**src/rtl/mips_run_ctrl.sv**
```systemverilog
`default_nettype none
// ============================================================================
//  Module   : mips_run_ctrl
//  Brief    : Clock-enable / reset sequencer for the multi-cycle MIPS core.
//             Synchronises and stretches reset, then gates the core clock
//             enable by a programmable divider and a halt/run/step mode,
//             with a saturating cycle counter and optional cycle limit.
//  Revision : 1.0 - initial release
// ============================================================================
module mips_run_ctrl #(
    parameter int RST_HOLD = 4,
    parameter int DIV_W    = 8,
    parameter int CNT_W    = 32
) (
    input  logic             clk,
    input  logic             rst,
    input  logic [1:0]       mode,
    input  logic             step_req,
    input  logic [DIV_W-1:0] div,
    input  logic             halt_req,
    input  logic [CNT_W-1:0] cyc_limit,
    output logic             core_rst,
    output logic             core_ce,
    output logic             halted,
    output logic             done,
    output logic [CNT_W-1:0] cyc_cnt
);

    localparam int HOLD_W = (RST_HOLD > 1) ? $clog2(RST_HOLD) : 1;
    localparam logic [HOLD_W-1:0] c_hold_last = HOLD_W'(RST_HOLD - 1);

    typedef enum logic [2:0] {
        S_HOLD = 3'd0,
        S_IDLE = 3'd1,
        S_RUN  = 3'd2,
        S_STEP = 3'd3,
        S_DONE = 3'd4
    } state_t;

    state_t            r_state;
    state_t            w_state_nxt;
    logic [1:0]        r_sync;
    logic [HOLD_W-1:0] r_hold_cnt;
    logic [DIV_W-1:0]  r_dc;
    logic              r_step_q;

    logic              w_tick;
    logic              w_step_edge;
    logic              w_mode_run;
    logic              w_mode_step;
    logic              w_hold_end;
    logic [CNT_W-1:0]  w_cnt_inc;
    logic              w_limit_hit;

    // '>=' rather than '==' so a lowered div takes effect without a wrap
    assign w_tick      = (r_dc >= div);
    assign w_step_edge = step_req & ~r_step_q;
    assign w_mode_run  = (mode == 2'b01);
    assign w_mode_step = (mode == 2'b10);
    assign w_hold_end  = r_sync[1] && (r_hold_cnt == c_hold_last);

    // Halt request and mode change suppress the pulse in RUN; STEP only waits for tick
    assign core_ce = ((r_state == S_RUN) && w_tick && w_mode_run && !halt_req) ||
                     ((r_state == S_STEP) && w_tick);

    assign w_cnt_inc   = (cyc_cnt == {CNT_W{1'b1}}) ? cyc_cnt : cyc_cnt + CNT_W'(1);
    assign w_limit_hit = core_ce && (cyc_limit != '0) && (w_cnt_inc == cyc_limit);

    // Two-flop synchroniser for the reset release
    always_ff @(posedge clk or negedge rst) begin
        if (!rst) begin
            r_sync <= 2'b00;
        end else begin
            r_sync <= {r_sync[0], 1'b1};
        end
    end

    // Stretch reset for RST_HOLD cycles once the synchronised release arrives
    always_ff @(posedge clk or negedge rst) begin
        if (!rst) begin
            r_hold_cnt <= '0;
        end else if ((r_state == S_HOLD) && r_sync[1] && !w_hold_end) begin
            r_hold_cnt <= r_hold_cnt + HOLD_W'(1);
        end
    end

    // Free-running enable divider, frozen while the core is held in reset
    always_ff @(posedge clk or negedge rst) begin
        if (!rst) begin
            r_dc <= '0;
        end else if (r_state != S_HOLD) begin
            r_dc <= w_tick ? '0 : r_dc + DIV_W'(1);
        end
    end

    // Previous step_req level for rising-edge detection
    always_ff @(posedge clk or negedge rst) begin
        if (!rst) begin
            r_step_q <= 1'b0;
        end else begin
            r_step_q <= step_req;
        end
    end

    // Saturating count of issued core_ce pulses
    always_ff @(posedge clk or negedge rst) begin
        if (!rst) begin
            cyc_cnt <= '0;
        end else if (core_ce) begin
            cyc_cnt <= w_cnt_inc;
        end
    end

    // Next-state selection; reaching the limit overrides every other exit
    always_comb begin
        w_state_nxt = r_state;
        case (r_state)
            S_HOLD: if (w_hold_end) w_state_nxt = S_IDLE;
            S_IDLE: begin
                if (w_mode_run)
                    w_state_nxt = S_RUN;
                else if (w_mode_step && w_step_edge)
                    w_state_nxt = S_STEP;
            end
            S_RUN:  if (halt_req || !w_mode_run) w_state_nxt = S_IDLE;
            S_STEP: if (core_ce) w_state_nxt = S_IDLE;
            S_DONE: if (!w_mode_run && !w_mode_step) w_state_nxt = S_IDLE;
            default: w_state_nxt = S_HOLD;
        endcase
        if (w_limit_hit) w_state_nxt = S_DONE;
    end

    // State register with status outputs registered from the next state
    always_ff @(posedge clk or negedge rst) begin
        if (!rst) begin
            r_state  <= S_HOLD;
            core_rst <= 1'b1;
            halted   <= 1'b0;
            done     <= 1'b0;
        end else begin
            r_state  <= w_state_nxt;
            core_rst <= (w_state_nxt == S_HOLD);
            halted   <= (w_state_nxt == S_IDLE);
            done     <= (w_state_nxt == S_DONE);
        end
    end

endmodule
`default_nettype wire

```
**config.mk**
```make
export PLATFORM = sky130hd
export DESIGN_NAME = mips_run_ctrl
export DESIGN_NICKNAME = d
export VERILOG_FILES = /design/src/rtl/mips_run_ctrl.sv
export SDC_FILE = /design/constraint.sdc
export NUM_CORES = 1
export LEC_CHECK = 0
export CAP_MARGIN = 30
export CORE_MARGIN = 2
export CORE_UTILIZATION = 47
export CTS_CLUSTER_SIZE = 14
export DETAILED_ROUTE_END_ITERATION = 7
export HOLD_SLACK_MARGIN = 0.02
export PLACE_DENSITY = 0.83
export SLEW_MARGIN = 15
export SYNTH_ARGS = -nofsm -noshare
export SYNTH_HDL_FRONTEND = slang
export SYNTH_SLANG_ARGS = --single-unit
```
**constraint.sdc**
```tcl
create_clock -name clk -period 2.99 [get_ports clk]
set_input_delay 0.598 -clock clk [delete_from_list [all_inputs] [get_ports clk]]
set_output_delay 0.598 -clock clk [all_outputs]
set_load 0.05 [all_outputs]
```
==> impl_metrics.toml, run 1 <==
[layout]
stdcell_count = 726
n_fill_cell = 672
diodes = 0
drive_gt1_share_pct = 28.0
area_growth_pct = 50.4
nets = 679
postLayoutCoreUtil_pct = 72.0

[clocking]
clock-sinks = 51
cts_tree = "yes"
cts_max_path_buffers = 2
clk_pin_slew_worst_paths_ns = 0.10
clock_latency_ns = 0.31
cts_max_level = 2
cts_root_buf = "clkbuf_8"
postCtsHoldBufs = 0
cts-buffers-inserted = 5

[run_status]
violations = "negative setup slack"
status = "complete, but fails checks"

[pwr]
vdd_drop_max_v = 0.000213
p_total_uw = 2610
power_density_nw_per_um2 = 447
leakage_uw = 0.00245

[timing]
setup_viol = 5
clock_skew_ns = 0.00962
slew_headroom_pct = 64.5
hold_violations = 0
fin_setup_tns_ns = -0.308
finalWorstSetupSlack_ns = -0.0696
fin_crit_ns = 3.06
max_freq_mhz = 327
fin_crit_sh_pct = 102
rsz0062_at_grt = "yes"
worstMarginPinSlew_ns = 0.527
drv_slew = 0

[yosys]
postSynthAreaPerCell_um2 = 8.51
synth_warnings = 0
synth_ff_type = "dfrtp_1"
synth_cells = 455
ys_seq_area_share_pct = 33.0
synth-seq-cells = 51
synth-edff-count = 0
synth_cell_types = 56
syn-num-nets = 514
async_reset_ff_share_pct = 100
syn-cell-area_um2 = 3870

[setup_path]
crit_arrival_ns = 3.25
path_max_fanout = 5
endpoint_kind = "flip-flop"
startpoint = "cyc_cnt[1]$_DFFE_PN0P_"
r2r-start = "cyc_cnt[1]$_DFFE_PN0P_"
crit_required_ns = 3.18
startpoint_type = "flip-flop"
path_class = "reg2reg"

[drt]
avgViaCountPerCell = 5.86
drt-initial-drc-count = 345
num_vias = 4256
first_pass_iters = 5
ant_nets = 0
wl_um = 13500
wl_per_cell_um = 18.7
drc_errors = 0

[place]
gp_congestion = 1.01
dp_hpwl_um = 10900
dp_cells = 712
io_buffer_count = 81
pre_cts_slack_ns = -0.467

[grt]
grt_usage_pct = 31.0
grt_overflow_total = 0
grt_antenna_before_repair = 0
use_met2_pct = 52.8
grt_pass1_vias = 4200
use_met1_pct = 41.5
busiest_layer = "met2"
use_met3_pct = 3.75
grt_max_degree = 37
grt_pass1_wl_um = 21200

[floorplan]
coreArea_um2 = 8090
start_util_pct = 47.8
die_w_um = 94.8
die_h_um = 94.8
die-area_um2 = 8980
rows = 33
io_pins = 82

[job]
drv_cap = 0

[worst_hold_path]
min_path_type = "in2async"
==> final timing paths <==
| kind | cells after the start | slack, ns | to |
|---|---|---|---|
| worst max-delay path | 10 | -0.07 | r_state[0]$_DFF_PN0_ |
| worst min-delay path | 1 | 0.20 | cyc_cnt[4]$_DFFE_PN0P_ |
| max in group asynchronous | 2 | 1.97 | cyc_cnt[27]$_DFFE_PN0P_ |
| worst max register to register | 10 | -0.07 | r_state[0]$_DFF_PN0_ |
| worst min register to register | 0 | 0.36 | r_sync[1]$_DFF_PN0_ |
| min in group clk | 0 | 0.36 | r_sync[1]$_DFF_PN0_ |
==> placed cells by master (no fill, tap or decap), types with 5 or more instances in the layout <==
cell	netlist	routed
nand3_1	27	26
and3_1	10	10
clkdlybuf4s50_1	0	76
nor2b_1	6	5
xor2_1	30	30
nand2b_1	7	7
nor4_1	18	13
o21ai_0	19	17
a21oi_1	12	12
dfrtp_1	50	20
nor4_2	0	5
nor3_1	8	6
nand2_1	43	43
or4_1	8	6
inv_1	21	19
nand4_1	12	12
buf_4	0	92
a31oi_1	7	7
xnor2_1	42	42
dfrtp_2	0	30
nor2_1	32	32
clkbuf_8	0	5
and4_1	7	6
ha_1	13	9
==> worst max-delay path, cell delays in order (launching register included) <==
cell,delay [ns]
dfrtp_2,0.42
and4_1,0.32
and4_4,0.27
o311ai_2,0.11
buf_4,0.17
buf_4,0.13
or4_4,0.52
a221oi_2,0.27
nand4_1,0.19
nor4_4,0.42
nor2b_1,0.10
==> flip-flops by register name, indices dropped and copies added (netlist names) <==
name,count
core_rst,1
r_state,3
cyc_cnt,32
r_step_q,1
r_dc,8
r_hold_cnt,2
halted,1
r_sync,2
done,1
==> cell families after synthesis <==
| kind of cell | after synthesis | share of synthesized area [%] |
|---|---|---|
| AOI/OAI and AO/OA | 78 | 13.6 |
| xor gates and xnor gates | 72 | 16.3 |
| adders and majority gates | 13 | 4.20 |
| buffers and inverters | 39 | 3.94 |
| DFF | 51 | 33.0 |
| muxes | 3 | 0.873 |
| other | 1 | 0.0969 |
| and+or+nand+nor | 198 | 28.0 |
==> synth_stat cells, types with 2 or more instances <==
cell       count  area, um^2
inv_1         21        78.8
xnor2_1       42         368
a22oi_1        2        15.0
ha_1          13         163
o2111ai_1      3        26.3
o32ai_1        2        17.5
nor3b_1        2        15.0
nand2_1       43         161
nor4b_1        5        43.8
a21oi_1       12        60.1
a31o_2         2        17.5
a311oi_1       2        17.5
a21o_1         2        15.0
nor4_1        18         113
nor2_1        32         120
o22ai_1        4        25.0
and2_1         3        18.8
or3_1          3        18.8
clkbuf_1      13        48.8
a31oi_1        7        43.8
nand4_1       12        75.1
nand2b_1       7        43.8
and4_1         7        61.3
and3_1        10        62.6
nor3_1         8        40.0
xor2_1        30         263
mux2_2         3        33.8
nor2b_1        6        37.5
a211oi_1       6        45.0
nand3_1       27         135
buf_2          5        25.0
o21ai_0       19        95.1
o31ai_1        4        30.0
a31o_1         2        17.5
or4_1          8        60.1
dfrtp_1       50        1250
==> stage by stage <==
step | cell area [um^2] | hold slack (ns)
after floorplan | 4010 | 0.302
after global placement | 5520 | 0.334
after detailed placement | 5520 | 0.342
after CTS | 5700 | 0.207
after global routing | 5820 | 0.221
final | 5820 | 0.197
==> what timing repair did <==
item | CTS | global route
setup endpoints to repair | 16 | 6
pin swaps | 5 | 5
buffers inserted | 2 | 4
gates resized for setup | 11 | 22
==> area by class of cell <==
cell class,count,area [um^2],share of cell area (%)
Sequential cell,51,1320,22.6
Inverter,21,81.3,1.40
Clock buffer,5,68.8,1.18
Clock inverter,3,43.8,0.752
Timing Repair Buffer,176,1550,26.6
Multi-Input combinational cell,365,2630,45.2
Tap cell,105,131,2.26
==> power breakdown <==
group / internal [uW] / switching, uW
Sequential: 808 / 128
Clock: 250 / 250
Combinational: 547 / 623
Total: 1600 / 1000
==> per-layer routing <==
| layer | up-vias | part of all wire [%] |
|---|---|---|
| met5 | - | 0 |
| met1 | 2039 | 42 |
| met3 | 23 | 6.4 |
| met4 | 0 | 2.0 |
| met2 | 203 | 50 |
| li1 | 1991 | - |
Power figures use the tool's default switching activity.
==> run 2: changes to the inputs <==
CORE_ASPECT_RATIO = 0.6   (was unset)
==> run 2 against run 1 <==
  * Count of clock-buffer cells in the layout did not move
  * Final area rose by 3.6%
  * Via count rose by 3.1%
  * Sequential share of layout area fell by 0.78 points
  * The flow still finishes with violations (negative setup slack)
  * Wire length rose by 6.5%
  * Global-route usage rose by 1.0 points
  * Power rose by 4.0%
  * Setup slack got worse by 0.13 ns
  * Combinational power barely moved
  * Non-clock buffer count rose by 8
==> impl_metrics.toml, run 2 (synthesis gave the netlist of run 1 again) <==
[run_status]
status = "complete, but fails checks"
violations = "negative setup slack"

[drt]
drt-initial-drc-count = 528
first_pass_iters = 5
wl_um = 14400
avgViaCountPerCell = 5.96
ant_nets = 0
wl_per_cell_um = 19.6
num_vias = 4389
drc_errors = 0

[pwr]
power_frac_comb_pct = 43.1
leakage_uw = 0.00259
power_density_nw_per_um2 = 449
p_total_uw = 2710
pwr-share-seq_pct = 35.0
p_int_uw = 1660
p_sw_share_pct = 38.7
vdd_drop_max_v = 0.000237
power_frac_clock_pct = 21.9
p_switching_uw = 1050

[clocking]
clock_latency_ns = 0.29
clock-sinks = 51
cts_max_path_buffers = 2
cts-buffers-inserted = 5
clk_pin_slew_worst_paths_ns = 0.07
cts_tree = "yes"
cts_max_level = 2
cts_root_buf = "clkbuf_16"

[place]
dp_hpwl_um = 11400
dp_cells = 721
io_buffer_count = 81
gp_congestion = 1.04

[layout]
n_fill_cell = 570
postLayoutCoreUtil_pct = 75.9
area_growth_pct = 55.8
seq_area_um2 = 1320
largest_reg_flops = 32
final_cell_mix = "buf_4 (97), clkdlybuf4s50_1 (75), nand2_1 (42)"
reg_top3 = "cyc_cnt x32, r_dc x8, r_state x3"
top_register = "cyc_cnt"
nets = 687
final_common_cell = "buf_4"
diodes = 0
stdcell_count = 737
multiInputGateArea_um2 = 2730
drive_gt1_share_pct = 29.9

[floorplan]
io_pins = 82
die_w_um = 121
die_h_um = 74.3
rows = 25
die-area_um2 = 9000
coreArea_um2 = 7950
start_util_pct = 48.7

[timing]
drv_slew = 0
finalWorstSetupSlack_ns = -0.202
fin_crit_sh_pct = 107
max_freq_mhz = 313
worstMarginPinSlew_ns = 0.640
setup_viol = 5
fin_crit_ns = 3.19
rsz0062_at_grt = "yes"
slew_headroom_pct = 56.9
clock_skew_ns = 0.00689
hold_violations = 0

[setup_path]
timing.rr.end = "r_state[0]$_DFF_PN0_"
r2r_setup_slack_ns = -0.20
startpoint = "cyc_cnt[1]$_DFFE_PN0P_"
cpMostUsedCell = "or4_4"
startpoint_type = "flip-flop"
slowest_delay_ns = 0.58
path_max_fanout = 7
r2r_cells = 10
endpoint_kind = "flip-flop"
crit_end = "r_state[0]$_DFF_PN0_"
crit_required_ns = 3.17
r2r-start = "cyc_cnt[1]$_DFFE_PN0P_"
path_class = "reg2reg"
path_buf_inv = 1
cp_top_family = "simple AND/OR/NAND/NOR gates"
path_depth = 10
worst_path_max_delay_cell = "or4_4"
crit_arrival_ns = 3.38
path_cells = "ha_4 > nand4_1 > or4_4 > or4_4 > a21oi_4 > o22ai_4 > or4_4 > nor4_4 > buf_4 > nor2b_1"

[grt]
grt_pass1_vias = 4041
grt_antenna_before_repair = 0
grt_pass1_wl_um = 21800
grt_usage_pct = 32.0
grt_overflow_total = 0
grt_max_degree = 32

[job]
drv_cap = 0

[worst_hold_path]
min_path_type = "in2async"
## run 2: changes by cell type in the layout (fill, tap and decap cells not counted), sizes merged
cell / delta
bufinv: -1
dlymetal6s2s: +1
inv: +2
clkdlybuf4s50: -1
clkinv: -1
buf: +8
## run 2: area by class of cell
| type | count | share of cell area, % |
|---|---|---|
| Multi-Input combinational cell | 365 | 45.2 |
| Timing Repair Buffer | 184 | 26.9 |
| Sequential cell | 51 | 21.8 |
| Tap cell | 108 | 2.24 |
| Clock buffer | 5 | 2.07 |
| Inverter | 21 | 1.35 |
| Clock inverter | 3 | 0.373 |
## run 2: how the worst min path moves through the flow
stage / to / slack, ns / from
after detailed placement: r_sync[1]$_DFF_PN0_ / 0.35 / r_sync[0]$_DFF_PN0_
after floorplan: cyc_cnt[0]$_DFFE_PN0P_ / 0.30 / rst
final: cyc_cnt[3]$_DFFE_PN0P_ / 0.25 / rst
after global placement: r_sync[1]$_DFF_PN0_ / 0.33 / r_sync[0]$_DFF_PN0_
after global routing: cyc_cnt[3]$_DFFE_PN0P_ / 0.29 / rst
after CTS: cyc_cnt[3]$_DFFE_PN0P_ / 0.27 / rst
## run 2: per-layer routing
metal / up-vias / GRT usage, % / part of all wire [%]
li1: 2005 / - / -
met1: 2096 / 49.2 / 47
met2: 272 / 45.5 / 40
met3: 16 / 9.13 / 12
met4: 0 / 4.60 / 0.78
met5: - / 0 / 0
## run 2: power groups by stage
stage / combinational (uW) / clock, uW / sequential, uW
5_1_grt: 1270 / 630 / 960
4_1_cts: 1050 / 594 / 938
3_5_place_dp: 999 / 0 / 948
6_report: 1170 / 594 / 947
2_1_floorplan: 500 / 0 / 1020
3_3_place_gp: 950 / 0 / 938
## run 2: timing repair
action	4_1_cts	5_1_grt
setup endpoints to repair	13	6
gates resized for setup	12	40
hold buffers	0	0
setup buffers	4	5
pin swaps	5	16
## run 2: metrics by stage
step                      setup TNS [ns]  hold slack, ns  area, um^2  setup WS, ns
after global routing               -1.19           0.293        6030        -0.247
after floorplan                   -0.270           0.302        4010       -0.0692
after detailed placement           -7.90           0.347        5570        -0.506
after CTS                         -0.454           0.271        5800       -0.0923
after global placement             -3.66           0.333        5570        -0.334
final                             -0.945           0.254        6030        -0.202
